[src/rtl/arb_mux2_1_pkg.sv]
// arb_mux2_1_pkg: shared types and encodings for the two-input round-robin merge
package arb_mux2_1_pkg;
    typedef enum logic [1:0] {ARB_IDLE, ARB_G1, ARB_G2} arb_state_e;
    typedef enum logic [1:0] {GNT_NONE, GNT_IN1, GNT_IN2} grant_e;
    localparam logic SEL_IN1 = 1'b0;
    localparam logic SEL_IN2 = 1'b1;
    localparam int CNT_W = 8;
endpackage

[src/rtl/arb_mux2_1_if.sv]
// arb_mux2_1_if: two valid/ready producer streams and one tagged consumer stream
interface arb_mux2_1_if #(parameter int WIDTH = 8);
    logic [WIDTH-1:0] in1_data;
    logic             in1_valid;
    logic             in1_ready;
    logic [WIDTH-1:0] in2_data;
    logic             in2_valid;
    logic             in2_ready;
    logic [WIDTH-1:0] out_data;
    logic             out_valid;
    logic             out_ready;
    logic             out_sel;
    modport slave (
        input  in1_data, in1_valid, in2_data, in2_valid, out_ready,
        output in1_ready, in2_ready, out_data, out_valid, out_sel
    );
    modport master (
        output in1_data, in1_valid, in2_data, in2_valid, out_ready,
        input  in1_ready, in2_ready, out_data, out_valid, out_sel
    );
endinterface

[src/rtl/arb_mux2_1_grant2.sv]
// arb_grant2: combinational round-robin grant with bounded burst length
module arb_grant2
    import arb_mux2_1_pkg::*;
#(
    parameter int MAX_BURST = 4
) (
    input  arb_state_e       state,
    input  logic [CNT_W-1:0] cnt,
    input  logic             prio,
    input  logic             v1,
    input  logic             v2,
    output grant_e           grant
);
    localparam logic [CNT_W-1:0] MB = CNT_W'(MAX_BURST);
    logic stay1, stay2;
    assign stay1 = v1 && (cnt < MB || !v2);
    assign stay2 = v2 && (cnt < MB || !v1);
    // IDLE breaks ties with prio; a busy side keeps the grant until its burst is used up
    assign grant = (state == ARB_G1) ? (stay1 ? GNT_IN1 : v2 ? GNT_IN2 : GNT_NONE)
                 : (state == ARB_G2) ? (stay2 ? GNT_IN2 : v1 ? GNT_IN1 : GNT_NONE)
                 : (v1 && v2) ? ((prio == SEL_IN2) ? GNT_IN2 : GNT_IN1)
                 : v1 ? GNT_IN1 : v2 ? GNT_IN2 : GNT_NONE;
endmodule

[src/rtl/arb_mux2_1.sv]
// arb_mux2_1: round-robin merge of two streams into one registered, source-tagged stream
module arb_mux2_1
    import arb_mux2_1_pkg::*;
#(
    parameter int WIDTH      = 8,
    parameter int MAX_BURST  = 4,
    parameter int PRIO_RESET = 0
) (
    input  logic          clk,
    input  logic          rst,
    input  logic          enable,
    arb_mux2_1_if.slave   bus,
    output logic          busy
);
    arb_state_e       state;
    arb_state_e       acc_state;
    logic [CNT_W-1:0] cnt;
    logic             prio;
    grant_e           grant;
    logic             load_ok, acc1, acc2;

    arb_grant2 #(.MAX_BURST(MAX_BURST)) u_grant (
        .state(state),
        .cnt  (cnt),
        .prio (prio),
        .v1   (bus.in1_valid),
        .v2   (bus.in2_valid),
        .grant(grant)
    );

    assign load_ok       = !bus.out_valid || bus.out_ready;
    assign bus.in1_ready = !rst && enable && load_ok && grant == GNT_IN1;
    assign bus.in2_ready = !rst && enable && load_ok && grant == GNT_IN2;
    assign acc1          = bus.in1_ready && bus.in1_valid;
    assign acc2          = bus.in2_ready && bus.in2_valid;
    assign acc_state     = acc2 ? ARB_G2 : ARB_G1;
    assign busy          = state != ARB_IDLE || bus.out_valid;

    always_ff @(posedge clk) begin
        if (rst) begin
            state         <= ARB_IDLE;
            cnt           <= '0;
            prio          <= 1'(PRIO_RESET);
            bus.out_valid <= 1'b0;
            bus.out_data  <= '0;
            bus.out_sel   <= SEL_IN1;
        end else begin
            if (acc1 || acc2) begin
                bus.out_valid <= 1'b1;
                bus.out_data  <= acc2 ? bus.in2_data : bus.in1_data;
                bus.out_sel   <= acc2 ? SEL_IN2 : SEL_IN1;
            end else if (bus.out_ready) begin
                bus.out_valid <= 1'b0;
            end
            if (acc1 || acc2) begin
                state <= acc_state;
                cnt   <= (state != acc_state) ? CNT_W'(1)
                       : (cnt == CNT_W'(MAX_BURST)) ? cnt : cnt + 1'b1;
                prio  <= acc2 ? SEL_IN1 : SEL_IN2;
            end else if (!enable || (!bus.in1_valid && !bus.in2_valid)) begin
                state <= ARB_IDLE;
                cnt   <= '0;
            end
        end
    end
endmodule

[src/flat_wrapper.sv]
// flat-port wrapper written by rule: the top's interface ports become plain ports
module arb_mux2_1_flat import arb_mux2_1_pkg::*;
#(
    parameter int WIDTH      = 8,
    parameter int MAX_BURST  = 4,
    parameter int PRIO_RESET = 0
)
  (clk, rst, enable, busy, bus_in1_data, bus_in1_valid, bus_in2_data, bus_in2_valid, bus_out_ready, bus_in1_ready, bus_in2_ready, bus_out_data, bus_out_valid, bus_out_sel);
  arb_mux2_1_if #(.WIDTH(WIDTH)) bus_i ();
  input  logic clk;
  input  logic rst;
  input  logic enable;
  output logic busy;
  input wire logic [$bits(bus_i.in1_data)-1:0] bus_in1_data;
  input wire logic [$bits(bus_i.in1_valid)-1:0] bus_in1_valid;
  input wire logic [$bits(bus_i.in2_data)-1:0] bus_in2_data;
  input wire logic [$bits(bus_i.in2_valid)-1:0] bus_in2_valid;
  input wire logic [$bits(bus_i.out_ready)-1:0] bus_out_ready;
  output wire logic [$bits(bus_i.in1_ready)-1:0] bus_in1_ready;
  output wire logic [$bits(bus_i.in2_ready)-1:0] bus_in2_ready;
  output wire logic [$bits(bus_i.out_data)-1:0] bus_out_data;
  output wire logic [$bits(bus_i.out_valid)-1:0] bus_out_valid;
  output wire logic [$bits(bus_i.out_sel)-1:0] bus_out_sel;
  assign bus_i.in1_data = bus_in1_data;
  assign bus_i.in1_valid = bus_in1_valid;
  assign bus_i.in2_data = bus_in2_data;
  assign bus_i.in2_valid = bus_in2_valid;
  assign bus_i.out_ready = bus_out_ready;
  assign bus_in1_ready = bus_i.in1_ready;
  assign bus_in2_ready = bus_i.in2_ready;
  assign bus_out_data = bus_i.out_data;
  assign bus_out_valid = bus_i.out_valid;
  assign bus_out_sel = bus_i.out_sel;
  arb_mux2_1 #(.WIDTH(WIDTH), .MAX_BURST(MAX_BURST), .PRIO_RESET(PRIO_RESET)) u_core (.clk(clk), .rst(rst), .enable(enable), .bus(bus_i), .busy(busy));
endmodule
[config.mk]
export PLATFORM = sky130hd
export DESIGN_NAME = arb_mux2_1_flat
export DESIGN_NICKNAME = d
export VERILOG_FILES = /design/src/rtl/arb_mux2_1_pkg.sv /design/src/rtl/arb_mux2_1_if.sv /design/src/rtl/arb_mux2_1_grant2.sv /design/src/rtl/arb_mux2_1.sv /design/src/flat_wrapper.sv
export SDC_FILE = /design/constraint.sdc
export NUM_CORES = 1
export LEC_CHECK = 0
export CORE_MARGIN = 4
export CORE_UTILIZATION = 42
export CTS_CLUSTER_DIAMETER = 80
export DETAILED_ROUTE_END_ITERATION = 10
export GPL_TIMING_DRIVEN = 0
export HOLD_SLACK_MARGIN = 0.15
export PLACE_DENSITY = 0.82
export SYNTH_ARGS = -nofsm -noshare
export SYNTH_HDL_FRONTEND = slang
export SYNTH_SLANG_ARGS = --single-unit
[constraint.sdc]
create_clock -name clk -period 1.8 [get_ports clk]
set_input_delay 0.36 -clock clk [delete_from_list [all_inputs] [get_ports clk]]
set_output_delay 0.36 -clock clk [all_outputs]
set_load 0.02 [all_outputs]
Word level (Yosys, flattened, before mapping)
Cells that the tools add are included. W data, S select, Z words.

Word-level logic and storage cells: 61. Flip-flop bits (word level): 21. Bits of input ports: 22. Output and inout port bits: 13.

Muxes and demuxes: 21. Equal/unequal tests: 7. $lt $le $gt $ge: 1. Add/sub/neg operators: 1. Reductions and logical operators: 25.

Operators with widths (count): $mux W8 (5); $mux W2 (11); $logic_and A1 B1 Y1 (10); $add A8 B1 Y8 const B (1); $eq A8 B3 Y1 const B (1); $lt A8 B3 Y1 const B (1); $logic_or A1 B1 Y1 (6); $reduce_bool A2 Y1 (3); $logic_not A1 Y1 (5); $mux W1 (5); $eq A2 B1 Y1 const B (2); $eq A2 B2 Y1 const B (2); $ne A3 B3 Y1 const B (1); $ne A2 B2 Y1 (1); $reduce_and A2 Y1 (1).

Longest topological paths before layout
Gate-level depths: netlist (run 1).

Word-level depth: 13. Gate-level depth with buffers: 7. Depth with buffers taken out: 6.

Modules after synthesis
Synthesis (run 1) repeated with hierarchy kept, for this count alone.

Cell total of the unflattened synthesis: 138. Area, all modules: 1136.1 sq um.

By module, submodules not included: arb_mux2_1 (cells an instance 125, seq. area each 420.4 sq um, area each 1036.0 sq um, times used 1); arb_grant2 (cells an instance 13, seq. area each 0.0 sq um, area each 100.1 sq um, times used 1).

Worst setup path before layout (run 1)
No wires, ideal clock.

Path type: reg-to-reg. From: register u_core.cnt[5]. To: register u_core.bus.out_data[0]. Library setup time: 0.122 ns. Arrival: 1.616 ns. Data required time: 1.678 ns. Path buffers: 1. Stages on the path, launching flop included: 8. Path slack: 0.063 ns. Path through: dfxtp_1 > buf_6 > nor3_4 > and2_4 > mux2_4 > nand4_4 > inv_4 > a221o_1.

Cells in the longest elaborated chain, start to end: 10. Elaborated cells between the ends (all ways): 17. Those cells by class: order compare (1); eq/ne (2); mux (5); reduce/logical (9).

RTL lines: start: declaration (line arb_mux2_1.sv:17) `logic [CNT_W-1:0] cnt;`; start signal: assignment (line arb_mux2_1.sv:57) `cnt <= (state != acc_state) ? CNT_W'(1)`; $lt A8 B3 Y1 (*) (line arb_mux2_1_grant2.sv:16, arb_mux2_1_grant2.sv:17); $logic_or A1 B1 Y1 (line arb_mux2_1_grant2.sv:17) `assign stay2 = v2 && (cnt < MB || !v1);`; $logic_and A1 B1 Y1 (line arb_mux2_1_grant2.sv:17); $mux W2 (2 in a row) (line arb_mux2_1_grant2.sv:20) `: (state == ARB_G2) ? (stay2 ? GNT_IN2 : v1 ? GNT_IN1 : GNT_NONE)`; $mux W2 (*) (line arb_mux2_1_grant2.sv:19) `assign grant = (state == ARB_G1) ? (stay1 ? GNT_IN1 : v2 ? GNT_IN2 : GNT_NONE)`; $eq A2 B2 Y1 (*) (line arb_mux2_1.sv:33) `assign bus.in2_ready = !rst && enable && load_ok && grant == GNT_IN2;`; $logic_and A1 B1 Y1 (*) (line arb_mux2_1.sv:33); via bus_in2_ready (line flat_wrapper.sv:20) `output wire logic [$bits(bus_i.in2_ready)-1:0] bus_in2_ready;`; $logic_and A1 B1 Y1 (*) (line arb_mux2_1.sv:35) `assign acc2 = bus.in2_ready && bus.in2_valid;`; $mux W8 / $logic_or A1 B1 Y1 (equally long branches) (line arb_mux2_1.sv:50, arb_mux2_1.sv:48); end signal: assignment (line arb_mux2_1.sv:50) `bus.out_data <= acc2 ? bus.in2_data : bus.in1_data;`; end: declaration (line arb_mux2_1_if.sv:15) `output in1_ready, in2_ready, out_data, out_valid, out_sel`.

Mark *: on every way through the listed nets, which the timed path passes. The rest lies on a longest branch. A chain may end at the register's enable or synchronous reset.

Final worst setup path (run 1)
From: register u_core.cnt[7]. To: output bus_in2_ready.

Cells in the longest elaborated chain, start to end: 8. Elaborated cells between the ends (all ways): 11. Those cells by class: order compare (1); eq/ne (1); mux (4); reduce/logical (5).

RTL lines (line): $lt A8 B3 Y1 (*) (arb_mux2_1_grant2.sv:16, arb_mux2_1_grant2.sv:17); $logic_or A1 B1 Y1 (arb_mux2_1_grant2.sv:17); $logic_and A1 B1 Y1 (arb_mux2_1_grant2.sv:17); $mux W2 (2 in a row) (arb_mux2_1_grant2.sv:20); $mux W2 (*) (arb_mux2_1_grant2.sv:19); $eq A2 B2 Y1 (*) (arb_mux2_1.sv:33); $logic_and A1 B1 Y1 (*) (arb_mux2_1.sv:33); end: declaration (flat_wrapper.sv:20).

Every way passes the cells marked *; elsewhere a longest branch is shown, timed or not.

==> results of run 1 <==
==> flip-flops by register name, indices dropped and copies added (netlist names) <==
register              cells
u_core.bus.out_data       8
u_core.bus.out_sel        1
u_core.bus.out_valid      1
u_core.cnt                8
u_core.prio               1
u_core.state              2
==> power by group through the flow <==
stage,Sequential [uW],Clock (uW),Combinational (uW)
after floorplan,524,0,71.6
after global placement,506,0,190
after detailed placement,507,0,195
after CTS,494,238,212
after global routing,496,259,229
final,493,230,214
==> metrics by stage <==
| stage | setup WS, ns | util | instances | hold slack [ns] | total power (uW) |
|---|---|---|---|---|---|
| finish | -0.194 | 0.674 | 210 | 0.253 | 937 |
| floorplan | 0.0627 | - | 131 | 0.478 | 596 |
| global placement | -1.00 | 0.599 | 194 | 0.443 | 696 |
| CTS | -0.187 | 0.655 | 208 | 0.239 | 943 |
| detailed placement | -1.04 | 0.599 | 194 | 0.459 | 702 |
| global route | -0.263 | 0.674 | 210 | 0.230 | 985 |
==> cell families after synthesis <==
group / Yosys count / share of synthesized area
compound gates: 42 / 0.264
fa+ha+maj: 2 / 0.0212
buf+inv: 12 / 0.0561
flops: 21 / 0.356
mux: 2 / 0.0212
simple gates: 52 / 0.283
==> layout by cell type, fill, tap and decap left out, types with 2 or more instances in the layout <==
cell and n:
ha_1 2, buf_4 13, and2_1 10, a31oi_1 4, and3_1 4, clkdlybuf4s50_1 26
buf_6 3, a21oi_1 6, o21ai_1 2, nand2_1 6, nand3b_1 2, dlygate4sd2_1 2
and2_4 2, dlymetal6s2s_1 3, dfxtp_2 4, nand3_1 4, nand4_1 2, inv_1 8
dfxtp_1 14, clkbuf_4 3, a21oi_2 2, o21ai_0 7, nor3_4 2, nor2_1 6
nand2b_1 2, dfxtp_4 3, a221o_1 8
==> worst max path at each step <==
stage / to / cells past startpoint
6_report: bus_in2_ready / 6
5_1_grt: bus_in2_ready / 6
4_1_cts: bus_in2_ready / 6
3_5_place_dp: bus_in1_ready / 7
3_3_place_gp: bus_in1_ready / 7
2_1_floorplan: u_core.bus.out_data[0] / 7
==> critical path: stages (launching register included) <==
cell	delay, ns
dfxtp_2	0.37
nor3_4	0.18
and2_4	0.19
mux2_4	0.32
nand4_4	0.11
inv_4	0.04
buf_6	0.12
==> layout make-up <==
type                    instances  area (um^2)  area share
flip-flops and latches         21          437       0.250
multi-input cells              98          742       0.425
clock buffers                   3         22.5      0.0129
inverters                       9         36.3      0.0208
well taps                      30         37.5      0.0215
plain buffers                   1         11.3     0.00645
clock inverters                 1         5.00     0.00287
repair buffers                 47          455       0.261
==> per-layer routing <==
layer	GRT usage	share of wire	vias to the layer above	routed length [um]
met4	0.118	0.019	0	66
met5	0	0	-	0
met1	0.250	0.42	581	1460
met3	0.0273	0.039	6	137
li1	-	-	588	-
met2	0.320	0.52	34	1830
==> what timing repair did <==
| item | 4_1_cts | 5_1_grt |
|---|---|---|
| pin swaps | 6 | 8 |
| hold buffers | 0 | 0 |
| gates resized for setup | 30 | 11 |
| setup buffers | 11 | 5 |
| cloned | 0 | 0 |
| setup endpoints to repair | 19 | 21 |
==> run metrics, run 1 <==
status=complete, but fails checks; failing checks=setup timing; ranking of synthesized cells by area=dfxtp_1 36%, a221o_1 6.8%, and2_1 5.8%; Post-synth EDFFs=0; leakage=0.000722 uW; Die H=61.1 um; mapped cell area=1180 um^2; Hold Path Stages=2; distinct cell type count after synthesis=45; CTS HTree Levels=1; First-pass DRT Iterations=4; sw frac=0.275; drt total wl=3.50 mm; Fillers=197; R2R setup slack=0 ns; RSZ-0062 raised after global routing=yes; FF-to-FF End=u_core.bus.out_data[5]; Final HPWL DP=2.42 mm; Area Overhead vs Synth=47.7%; relative slew slack=0.773; maxcap violations=0; GRT Resource Usage Total=0.198; num ports=35; most frequent cell after synthesis=dfxtp_1; Core Footprint=2590 um^2; Pwr Density=536 nW/um^2; WHS Endpoint=u_core.cnt[2]; syn_area_per_cell=9.03 um^2; period utilization=1.11; clock skew=0.00819 ns; worst setup margin=-0.194 ns; CTS sink cnt=21; Vias/cell=5.76; clock-pin slew on the worst setup and hold paths=0.11 ns; Worst-Skew Late Latency=0.30 ns; final setup fails=3; hold crit path type=primary input to register; crit path DAT=1.63 ns; reg2reg start=u_core.cnt[7]; share of post-route cells with drive strength above 1=0.261; CP required=1.44 ns; global-route wire length before repair=5.44 mm; startpoint types=register; reg2reg path depth=7; asr flop ratio synth=0; Clk pwr share=0.245; CTS Buf Count=3; Pins Over Slew Limit=0; Setup crit end kind=primary output; Fin. Hold Viols=0; ys flop type=dfxtp_1; FMAX=0.501 GHz; sequential element share of the synthesized area=0.356; switching power=258 uW; port buffer count=33; Max VDD drop=0.413 mV; CTS tree=done; grt total ovfl=0; cell type with the largest total area after synthesis=dfxtp_1; final instance area=1750 um^2; # rows=18; placed cell areas=1550 um^2; largest net degree at the start of global routing=13; Seq cells post-synth=21; worst-margin pin slew=0.339 ns; Gate Count Post-Synth=131; routability cong.=0.778; Final TNS setup=-0.301 ns; cell-internal power=679 uW; Die ar.=3730 um^2; minimum clock period=1.99 ns; Synthesized Nets=155; post-synth top area share=0.356; initial antenna violation count=0; vias in the first global route=1196; critical path type=register to primary output; Comb power frac=0.228; via count=1209; DRT iter0 DRCs=54; Nets=205; commonest cells in the netlist=21 x dfxtp_1, 11 x and2_1; ant diodes=0; CP Max Fanout=3; post-DR wirelength/cell=16.6 um; root buf cell=clkbuf_4; Sequential Power Share=0.526; post-route antenna net violation count=0; Syn. warnings=0; DRC violations left=0; initial core utilization=0.457; HP Start=rst; die width=61.1 um; buffer depth of the longest clock path=2; Setup crit start=u_core.cnt[7]
No activity file was read; power rests on OpenSTA's default activity.
==> run 2: changes to the inputs <==
SLEW_MARGIN = 5   (was not set)
==> results of run 2 <==
Final layout, timing and power as in run 1 (identical DEF).
==> run 3: changes to the inputs <==
CORE_UTILIZATION = 31   (was 42)
HOLD_SLACK_MARGIN = not set   (was 0.15)
PLACE_DENSITY = 0.66   (was 0.82)
==> run 3 against run 2 <==
  * The run still ends with setup timing left
  * Routed wire length decreased by 2.2%
  * Non-clock buffer count increased by 1
  * Largest power group unchanged
  * First-iteration DRC count increased by 3.7%
  * Final cell count increased by 9.0%
  * Sequential cell count unchanged
==> run metrics, run 3 (synthesized netlist as in run 1, its figures left out) <==
status=complete, but fails checks; failing checks=setup timing; worst-path cell chain=nor3_4, and2_4, mux2_4, nand4_4, inv_4, buf_6; minimum clock period=1.96 ns; maxcap violations=0; CTS sink cnt=21; Pins Over Slew Limit=0; Worst-Skew Late Latency=0.27 ns; CTS tree=done; Non-Filler Instances=229; FMAX=0.509 GHz; Die ar.=4870 um^2; First-pass DRT Iterations=6; commonest non-fill, non-tap cell in the layout=clkdlybuf4s50_1; post-route antenna net violation count=0; Area Overhead vs Synth=51.1%; slowest stage delay, CP=0.37 ns; period utilization=1.09; Fillers=334; CTS Buf Count=3; Fin. Hold Viols=0; post-DR wirelength/cell=14.9 um; clock-pin slew on the worst setup and hold paths=0.08 ns; leakage=0.000705 uW; startpoint types=register; relative slew slack=0.777; Vias/cell=5.25; DRC violations left=0; Final HPWL DP=2.31 mm; CTS HTree Levels=1; buffer depth of the longest clock path=2; Die H=69.8 um; Critical-path top delay cell=dfxtp_4; vias in the first global route=1209; critical path type=register to primary output; most frequent cells in the layout=26 x clkdlybuf4s50_1, 15 x dfxtp_1, 13 x buf_4; hold crit path type=primary input to register; CP Max Fanout=6; final setup fails=10; DRT iter0 DRCs=56; routability cong.=0.787; grt total ovfl=0; initial core utilization=0.323; Max VDD drop=0.232 mV; crit path DAT=1.60 ns; Core Footprint=3660 um^2; GRT Resource Usage Total=0.139; drt total wl=3.42 mm; root buf cell=clkbuf_8; initial antenna violation count=0; worst-margin pin slew=0.334 ns; clock skew=0.00182 ns; via count=1203; global-route wire length before repair=5.60 mm; die width=69.8 um; num ports=35; Top Registers=u_core.bus.out_data x8, u_core.cnt x8, u_core.state x2; worst setup margin=-0.163 ns; CP required=1.44 ns; Nets=206; Tot Pwr=1030 uW; # rows=22; Setup crit end kind=primary output; hold_buf cts=0; Pwr Density=574 nW/um^2; share of post-route cells with drive strength above 1=0.260; port buffer count=33; Post-Place Cells=212; ant diodes=0; largest net degree at the start of global routing=13; RSZ-0062 raised after global routing=yes
[run 3: cell types whose count changed in the layout (fill, tap and decap cells not counted)]
cell | previous run | this run
dlymetal6s2s_1 | 3 | 0
buf_6 | 3 | 4
clkbuf_4 | 3 | 0
dfxtp_1 | 14 | 15
dlygate4sd2_1 | 2 | 5
clkbuf_8 | 0 | 3
dfxtp_2 | 4 | 3
[run 3: final cells by class]
cell class / instances / area [um^2] / area share
flip-flops and latches: 21 / 435 / 0.244
multi-input cells: 98 / 742 / 0.415
plain buffers: 1 / 11.3 / 0.00630
clock buffers: 3 / 41.3 / 0.0231
well taps: 48 / 60.1 / 0.0336
inverters: 9 / 36.3 / 0.0203
repair buffers: 48 / 455 / 0.255
clock inverters: 1 / 5.00 / 0.00280
[run 3: where the power goes]
group	internal [uW]	total, uW	switching (uW)
Sequential	479	493	13.4
Clock	155	321	167
Combinational	115	212	96.7
Total	749	1030	277
[run 3: what timing repair did]
action / 4_1_cts / 5_1_grt
resized for setup: 33 / 8
setup buffers: 11 / 4
hold endpoints to repair: 0 / 0
pin swaps: 5 / 12
endpoints found under the setup margin: 19 / 18
[run 3: worst max-delay path, delay by kind of cell, from the launching register on]
family                 cells  cell delay [ns]
AND/OR/NAND/NOR            3             0.49
buffers and inverters      2             0.16
multiplexers               1             0.31
flip-flops                 1             0.37
[run 3: metal layers]
layer,track usage,share of wire,vias up
met5,0,0,-
met4,0.0596,0.027,0
met3,0.0159,0.018,9
met2,0.240,0.49,23
met1,0.174,0.46,578
li1,-,-,593
[run 3: path summary, 6_finish.rpt]
| path | slack, ns | start | endpoint | depth (start not counted) |
|---|---|---|---|---|
| max reg2reg | -0.09 | u_core.cnt[3] | u_core.bus.out_data[3] | 8 |
| min | 0.30 | rst | u_core.cnt[2] | 2 |
| min reg2reg | 0.46 | u_core.bus.out_sel | u_core.bus.out_sel | 2 |
| max | -0.16 | u_core.cnt[3] | bus_in2_ready | 6 |
[run 3: through the flow]
stage               utilization  hold WS [ns]  cell area (um^2)  setup TNS (ns)  worst slack [ns]
global route              0.488         0.303              1790           -1.48            -0.213
detailed placement        0.430         0.450              1570           -9.08             -1.05
CTS                       0.472         0.300              1730          -0.530            -0.135
floorplan                     -         0.478              1180               0            0.0627
global placement          0.430         0.445              1570           -8.44             -1.03
finish                    0.488         0.301              1790          -0.912            -0.163
